### src/rtl/baud_tick_gen.sv
// UART baud-tick generator: oversample, mid-bit and bit clock-enable ticks from a
// runtime-loadable integer (+ fractional when BAUD_FRAC_EN is defined) divisor.
module baud_tick_gen #(
    parameter int CLK_FREQ   = 100000000,
    parameter int BAUD_RATE  = 9600,
    parameter int OVERSAMPLE = 16,
    parameter int DIV_WIDTH  = 16,
    parameter int FRAC_WIDTH = 4
) (
    input  logic                  Clk_Core,
    input  logic                  Rst_Core,
    input  logic                  Enable,
    input  logic                  Resync,
    input  logic                  Cfg_Load,
    input  logic [DIV_WIDTH-1:0]  Cfg_Div_Int,
    input  logic [FRAC_WIDTH-1:0] Cfg_Div_Frac,
    output logic                  Tick_Os,
    output logic                  Tick_Mid,
    output logic                  Tick_Bit,
    output logic                  Cfg_Pending,
    output logic                  Cfg_Err
);

    localparam int IDX_W = $clog2(OVERSAMPLE);
    localparam logic [IDX_W-1:0] MID_IDX  = IDX_W'(OVERSAMPLE / 2 - 1);
    localparam logic [IDX_W-1:0] LAST_IDX = IDX_W'(OVERSAMPLE - 1);
    localparam logic [63:0] DEN = 64'(BAUD_RATE) * 64'(OVERSAMPLE);
    localparam logic [DIV_WIDTH-1:0] DEF_INT = DIV_WIDTH'(64'(CLK_FREQ) / DEN);
    localparam logic [DIV_WIDTH-1:0] MIN_DIV = DIV_WIDTH'(2);

    logic                 restart, due, apply, carry;
    logic [DIV_WIDTH-1:0] cnt_q, cnt_d, period_m1;
    logic [DIV_WIDTH-1:0] div_int_q, div_int_d, sh_int_q, sh_int_d;
    logic [IDX_W-1:0]     idx_q, idx_d;
    logic                 pend_q, pend_d, imm_q, imm_d, err_q, err_d;
    logic                 os_q, os_d, mid_q, mid_d, bit_q, bit_d;

`ifdef BAUD_FRAC_EN
    localparam logic [FRAC_WIDTH-1:0] DEF_FRAC =
        FRAC_WIDTH'((64'(CLK_FREQ) << FRAC_WIDTH) / DEN);
    logic [FRAC_WIDTH-1:0] acc_q, acc_d, acc_base;
    logic [FRAC_WIDTH-1:0] div_frac_q, div_frac_d, sh_frac_q, sh_frac_d;
    logic [FRAC_WIDTH:0]   acc_sum;
`else
    logic unused_frac;
    assign unused_frac = ^Cfg_Div_Frac;
`endif

    always_comb begin
        restart   = !Enable || Resync;
        due       = !restart && (cnt_q == '0);
        apply     = pend_q && (imm_q || restart || due);
        div_int_d = apply ? sh_int_q : div_int_q;
        sh_int_d  = sh_int_q;
        pend_d    = pend_q;
        imm_d     = imm_q;
        err_d     = err_q;
`ifdef BAUD_FRAC_EN
        div_frac_d = apply ? sh_frac_q : div_frac_q;
        sh_frac_d  = sh_frac_q;
        acc_base   = restart ? '0 : acc_q;
        acc_sum    = {1'b0, acc_base} + {1'b0, div_frac_d};
        carry      = acc_sum[FRAC_WIDTH];
`else
        carry      = 1'b0;
`endif

        // A load that lands on an apply edge applies the older shadow and stays pending.
        if (Cfg_Load) begin
            sh_int_d = (Cfg_Div_Int < MIN_DIV) ? MIN_DIV : Cfg_Div_Int;
            err_d    = (Cfg_Div_Int < MIN_DIV);
            pend_d   = 1'b1;
            imm_d    = restart;
`ifdef BAUD_FRAC_EN
            sh_frac_d = Cfg_Div_Frac;
`endif
        end else if (apply) begin
            pend_d = 1'b0;
            imm_d  = 1'b0;
        end

        period_m1 = div_int_d - DIV_WIDTH'(1) + DIV_WIDTH'(carry);
        os_d      = due;
        mid_d     = due && (idx_q == MID_IDX);
        bit_d     = due && (idx_q == LAST_IDX);
        cnt_d     = cnt_q - DIV_WIDTH'(1);
        idx_d     = idx_q;
`ifdef BAUD_FRAC_EN
        acc_d     = acc_q;
`endif
        if (restart || due) begin
            cnt_d = period_m1;
`ifdef BAUD_FRAC_EN
            acc_d = acc_sum[FRAC_WIDTH-1:0];
`endif
            if (restart || idx_q == LAST_IDX) begin
                idx_d = '0;
            end else begin
                idx_d = idx_q + IDX_W'(1);
            end
        end
    end

    // acc_q holds the accumulator after the current period's addition, so the
    // restart value is the first addition from zero (which never carries).
    always_ff @(posedge Clk_Core or posedge Rst_Core) begin
        if (Rst_Core) begin
            cnt_q     <= DEF_INT - DIV_WIDTH'(1);
            div_int_q <= DEF_INT;
            sh_int_q  <= DEF_INT;
            idx_q     <= '0;
            pend_q    <= 1'b0;
            imm_q     <= 1'b0;
            err_q     <= 1'b0;
            os_q      <= 1'b0;
            mid_q     <= 1'b0;
            bit_q     <= 1'b0;
`ifdef BAUD_FRAC_EN
            acc_q      <= DEF_FRAC;
            div_frac_q <= DEF_FRAC;
            sh_frac_q  <= DEF_FRAC;
`endif
        end else begin
            cnt_q     <= cnt_d;
            div_int_q <= div_int_d;
            sh_int_q  <= sh_int_d;
            idx_q     <= idx_d;
            pend_q    <= pend_d;
            imm_q     <= imm_d;
            err_q     <= err_d;
            os_q      <= os_d;
            mid_q     <= mid_d;
            bit_q     <= bit_d;
`ifdef BAUD_FRAC_EN
            acc_q      <= acc_d;
            div_frac_q <= div_frac_d;
            sh_frac_q  <= sh_frac_d;
`endif
        end
    end

    assign Tick_Os     = os_q;
    assign Tick_Mid    = mid_q;
    assign Tick_Bit    = bit_q;
    assign Cfg_Pending = pend_q;
    assign Cfg_Err     = err_q;

endmodule

### config.mk
export PLATFORM = sky130hd
export DESIGN_NAME = baud_tick_gen
export DESIGN_NICKNAME = d
export VERILOG_FILES = /design/src/rtl/baud_tick_gen.sv
export SDC_FILE = /design/constraint.sdc
export NUM_CORES = 1
export LEC_CHECK = 0
export ABC_AREA = 1
export ABC_CLOCK_PERIOD_IN_PS = 2300
export BUFFER_PORTS_ARGS = -buffer_cell sky130_fd_sc_hd__buf_2
export CAP_MARGIN = 15
export CORE_MARGIN = 2
export CORE_UTILIZATION = 30
export CTS_CLUSTER_SIZE = 40
export DETAILED_ROUTE_END_ITERATION = 8
export PLACE_DENSITY = 0.54
export SETUP_SLACK_MARGIN = 0.4
export SLEW_MARGIN = 20
export SYNTH_ARGS = -nofsm -noshare
export SYNTH_HDL_FRONTEND = slang
export SYNTH_SLANG_ARGS = --single-unit
### constraint.sdc
create_clock -name Clk_Core -period 2.3 [get_ports Clk_Core]
set_input_delay 0.23 -clock Clk_Core [delete_from_list [all_inputs] [get_ports Clk_Core]]
set_output_delay 0.23 -clock Clk_Core [all_outputs]
set_load 0.01 [all_outputs]
Word level (Yosys, flattened, before mapping)
Index checks and enable logic that the tools add are counted.
- bits in registers: 58
- bits in latches: 0
- RAM bits: 0
- bits in read-only memories: 0
- bits of input ports: 25
- output and inout port bits: 5
- word-level logic and storage cells: 36
- memories: 0
- add/sub/neg operators: 3
- multiply operators: 0
- div/mod/pow operators: 0
- order comparisons: 1
- equal/unequal tests: 2
- shifts and indexed selects: 0
- muxes and demuxes: 7
- bitwise logic cells: 0
- reductions and logical operators: 13
- operators by type and width (kind ; number):
    two-way mux 16 bit ; 3
    subtractor 16 x 1 -> 16 bit, second input constant ; 2
    zero test 16 bit ; 1
    < comparator 16 x 2 -> 1 bit, second input constant ; 1
    logical OR 1 bit ; 5
    adder 4 x 1 -> 4 bit, second input constant ; 1
    equality test 4 x 3 -> 1 bit, second input constant ; 1
    equality test 4 bit, second input constant ; 1
    logical AND 1 bit ; 4
    two-way mux 4 bit ; 1
    two-way mux 1 bit ; 3
    zero test 1 bit ; 2
    nonzero test 2 bit ; 1

Longest topological paths before layout
- depth in word-level cells: 9
- mapped depth: 17
- mapped depth without buffers: 16

Worst setup path after synthesis
Ideal clock, no wire load.
- kind: register -> register
- from: register cnt_q[1]
- to: register cnt_q[10]
- library setup time: 0.116 ns
- arrival time: 1.963 ns
- data required time: 2.184 ns
- path slack: 0.221 ns
- cell stages (with the launch flop): 15
- path buffers: 1
- clock period less this slack: 2.079 ns
- path through: dfstp_2 nor2_1 nand2_1 nor2_2 nand2_2 nand2_1 buf_4 or2_2 nand2_2 ha_1 nand3_2 nor2_2 nand2_1 nand2_1 nand2_1
- longest elaborated chain between the ends: 7
- elaborated cells between the ends (all ways): 9
- those cells by class: add/sub (2); mux (2); reduce/logical (5)
- ends and longest elaborated chain (item ; RTL line ; source):
    from (decl) ; 32 ; logic [DIV_WIDTH-1:0] cnt_q, cnt_d, period_m1;
    from (signal assigned) ; 108 ; cnt_q <= DEF_INT - DIV_WIDTH'(1);
    from (signal assigned) ; 124 ; cnt_q <= cnt_d;
    zero test 16 bit ; 51 ; due = !restart && (cnt_q == '0);
    logical AND 1 bit ; 51 ;
    logical OR 1 bit ; 52 ; apply = pend_q && (imm_q || restart || due);
    logical AND 1 bit ; 52 ;
    two-way mux 16 bit ; 53 ; div_int_d = apply ? sh_int_q : div_int_q;
    subtractor 16 x 1 -> 16 bit ; 82 ; period_m1 = div_int_d - DIV_WIDTH'(1) + DIV_WIDTH'(carry);
    two-way mux 16 bit (*) ; 91 ; if (restart || due) begin
    net cnt_d[10] ; 32 ;
Mark *: on every way through the listed nets, which the timed path passes. The rest lies on a longest branch.
A chain may end at the register's enable or synchronous reset.

Worst setup path in the final report
- from: register cnt_q[1]
- to: register cnt_q[15]
Same word-level chain as after synthesis.

==> results.json <==
{
  "power_density_nw_per_um2": 726.9,
  "design_area_um2": 3854,
  "synthTopCellsByCount": "nand2_1 (112), inv_1 (50), nand3_1 (47), dfrtp_1 (44), nor2_1 (33)",
  "cts.htree.levels": 3,
  "synthArstFlopShare": 1.000,
  "synth_area_leaders": "dfrtp_1 (37%), nand2_1 (14%), dfstp_2 (12%)",
  "dpl.cell_count": 537,
  "worstPathArrival_ps": 2420,
  "cp.required_ps": 2540,
  "cts.sinks": 58,
  "synth_edf_count": 0,
  "grt.overflow.total": 0,
  "max-vdd-ir-drop_uv": 488.1,
  "hpwlAfterDp_um": 4841,
  "worst_pin_slew_ps": 587.3,
  "grt_max_degree": 35,
  "clk_pin_slew_worst_paths_ps": 60,
  "grt_pass1_wl_um": 11740,
  "grt_setup_unrepaired": "yes",
  "yosys.area.top_type": "dfrtp_1",
  "synth_most_common_cell": "nand2_1",
  "drt_iter0_drc": 71,
  "yosysWarnings": 0,
  "grt_pass1_vias": 2517,
  "syn2layout_area_growth_pct": 28.17,
  "netlist.area_leader.share": 0.3662,
  "yosysSeqAreaShare": 0.4886,
  "critPathTopFamily": "simple AND/OR/NAND/NOR gates",
  "first_pass_iters": 4,
  "diodes": 0,
  "initial_core_util": 0.3090,
  "setup_violations": 0,
  "gp_congestion": 0.8298,
  "cts_made_buffers": 9,
  "status": "completed",
  "hp-class": "in2reg",
  "maxCapViolations": 0,
  "critPathMaxFanout": 8,
  "drc": 0,
  "die_w_um": 104.1,
  "p_leak_nw": 1.917,
  "crit_type": "reg2reg",
  "via_per_inst": 4.371,
  "slew_viol_final": 0,
  "path_cells": "nor2_1, nand2_1, nor2_4, nand2_2, buf_6, nand2_8, buf_12, or2_2, nand2_4, nand3_4, nor2_8, nand2_1, nand2_1, nand2_1",
  "ant_nets": 0,
  "worst_setup_path_end_kind": "flop",
  "path_buf_inv": 2,
  "clock_skew_ps": 9.644,
  "die_h_um": 104.1,
  "fin_total_pwr_w": 0.002801,
  "syn_avg_cell_area_um2": 7.850,
  "synth_cell_types": 30,
  "slowest_delay_ps": 520,
  "antenna_found_initial": 0,
  "rows": 36,
  "tns_ps": 0,
  "yosys_register_bits": 58,
  "vias": 2500,
  "ctsLongestPathBuffers": 2,
  "fmax_ghz": 0.4575,
  "cts_tree": "done",
  "slew_headroom": 0.6079,
  "portBuffers": 25,
  "met3_usage": 0.04198,
  "critPathMostFrequentCell": "nand2_1",
  "synthFlopType": "dfrtp_1",
  "clockRootBuffer": "clkbuf_8",
  "finalCritPeriodShare": 0.9503,
  "drive_gt1_frac": 0.3121,
  "ios": 30,
  "die_area_um2": 10840,
  "top_usage_layer": "met2",
  "syn_area_um2": 3007,
  "layoutNonFillerInstCount": 572,
  "critPathLaunchType": "flop",
  "wl_um": 6849,
  "holdWs_ps": 101.0,
  "fin_crit_ps": 2186,
  "netlist_instances": 383,
  "use_met1": 0.1758,
  "grtUsageTotal": 0.1369,
  "placed_area_um2": 3388,
  "coreArea_um2": 9729,
  "wire_per_inst_um": 11.97,
  "finalNetCount": 461,
  "clock_latency_ps": 350,
  "finalHoldViolCount": 0,
  "cpMaxStageDelayCell": "dfstp_2",
  "grt_util_met2": 0.2138,
  "syn_nets": 410
}
metal layers:
metal	up-vias	share of wire
met2	32	0.47
met5	-	0
met4	0	0.023
li1	1292	-
met3	16	0.035
met1	1160	0.47
timing repair:
item / CTS / global route
pin swaps: 19 / 8
setup buffers: 10 / 7
resized for setup: 18 / 22
cloned: 1 / 0
endpoints found under the setup margin: 14 / 14
hold buffers: 1 / 0
hold endpoints to repair: 23 / 0
tightest hold or removal path, stage by stage:
cell	delay [ps]
buf_2	80
nand2_1	40
nand2_1	50
state kept, by name, indices dropped and copies added, names as in the netlist:
signal,cells
cnt_q,16
div_int_q,16
sh_int_q,16
idx_q,4
Cfg_Err,1
Cfg_Pending,1
Tick_Bit,1
Tick_Mid,1
Tick_Os,1
imm_q,1
where the power goes:
part | total, W | internal (W) | switching [W]
logic | 0.000684 | 0.000275 | 0.000409
clock network | 0.000871 | 0.000476 | 0.000395
registers | 0.00125 | 0.00119 | 0.0000605
total | 0.00280 | 0.00194 | 0.000865
cell families (layout without fill, tap and decap cells):
logic type	Yosys count	count (layout)	share of synthesized area
compound gates	25	25	0.04578
xor+xnor	6	6	0.01998
fa+ha+maj	2	2	0.008322
buf+inv	63	119	0.09072
flops	58	58	0.4886
simple gates	229	229	0.3467
cell type report:
class	instances	area, um^2
Sequential cell	58	1469
Clock buffer	14	172.7
Multi-Input combinational cell	262	1436
Fill cell	1030	5876
Timing Repair Buffer	53	407.9
Inverter	50	191.4
Tap cell	133	166.4
Clock inverter	2	10.01
placed cells by master, fill, tap and decap left out, drive strengths merged, types with 8 or more instances in the layout:
| master | n |
|---|---|
| dfstp | 14 |
| o21ai | 21 |
| nand2 | 120 |
| nor2 | 39 |
| buf | 52 |
| dfrtp | 44 |
| and2 | 8 |
| clkbuf | 14 |
| inv | 49 |
| nand3 | 50 |
through the flow:
stage / worst slack (ps) / utilization
after global placement: 8.601 / 0.3483
after detailed placement: -54.44 / 0.3483
after floorplan: 371.9 / -
after CTS: 110.0 / 0.3843
final: 114.3 / 0.3961
after global routing: -55.20 / 0.3961
final timing paths:
kind                            slack [ps]             to           start  depth (start not counted)
max in group asynchronous             1150       cnt_q[1]        Rst_Core                          4
worst min-delay path                   100    sh_int_q[6]  Cfg_Div_Int[6]                          3
worst max register to register         110      cnt_q[15]        cnt_q[1]                         14
worst max-delay path                   110      cnt_q[15]        cnt_q[1]                         14
min in group asynchronous              500  div_int_q[13]        Rst_Core                          3
worst min register to register         460   div_int_q[3]    div_int_q[3]                          2
No activity file was read; power rests on OpenSTA's default activity.
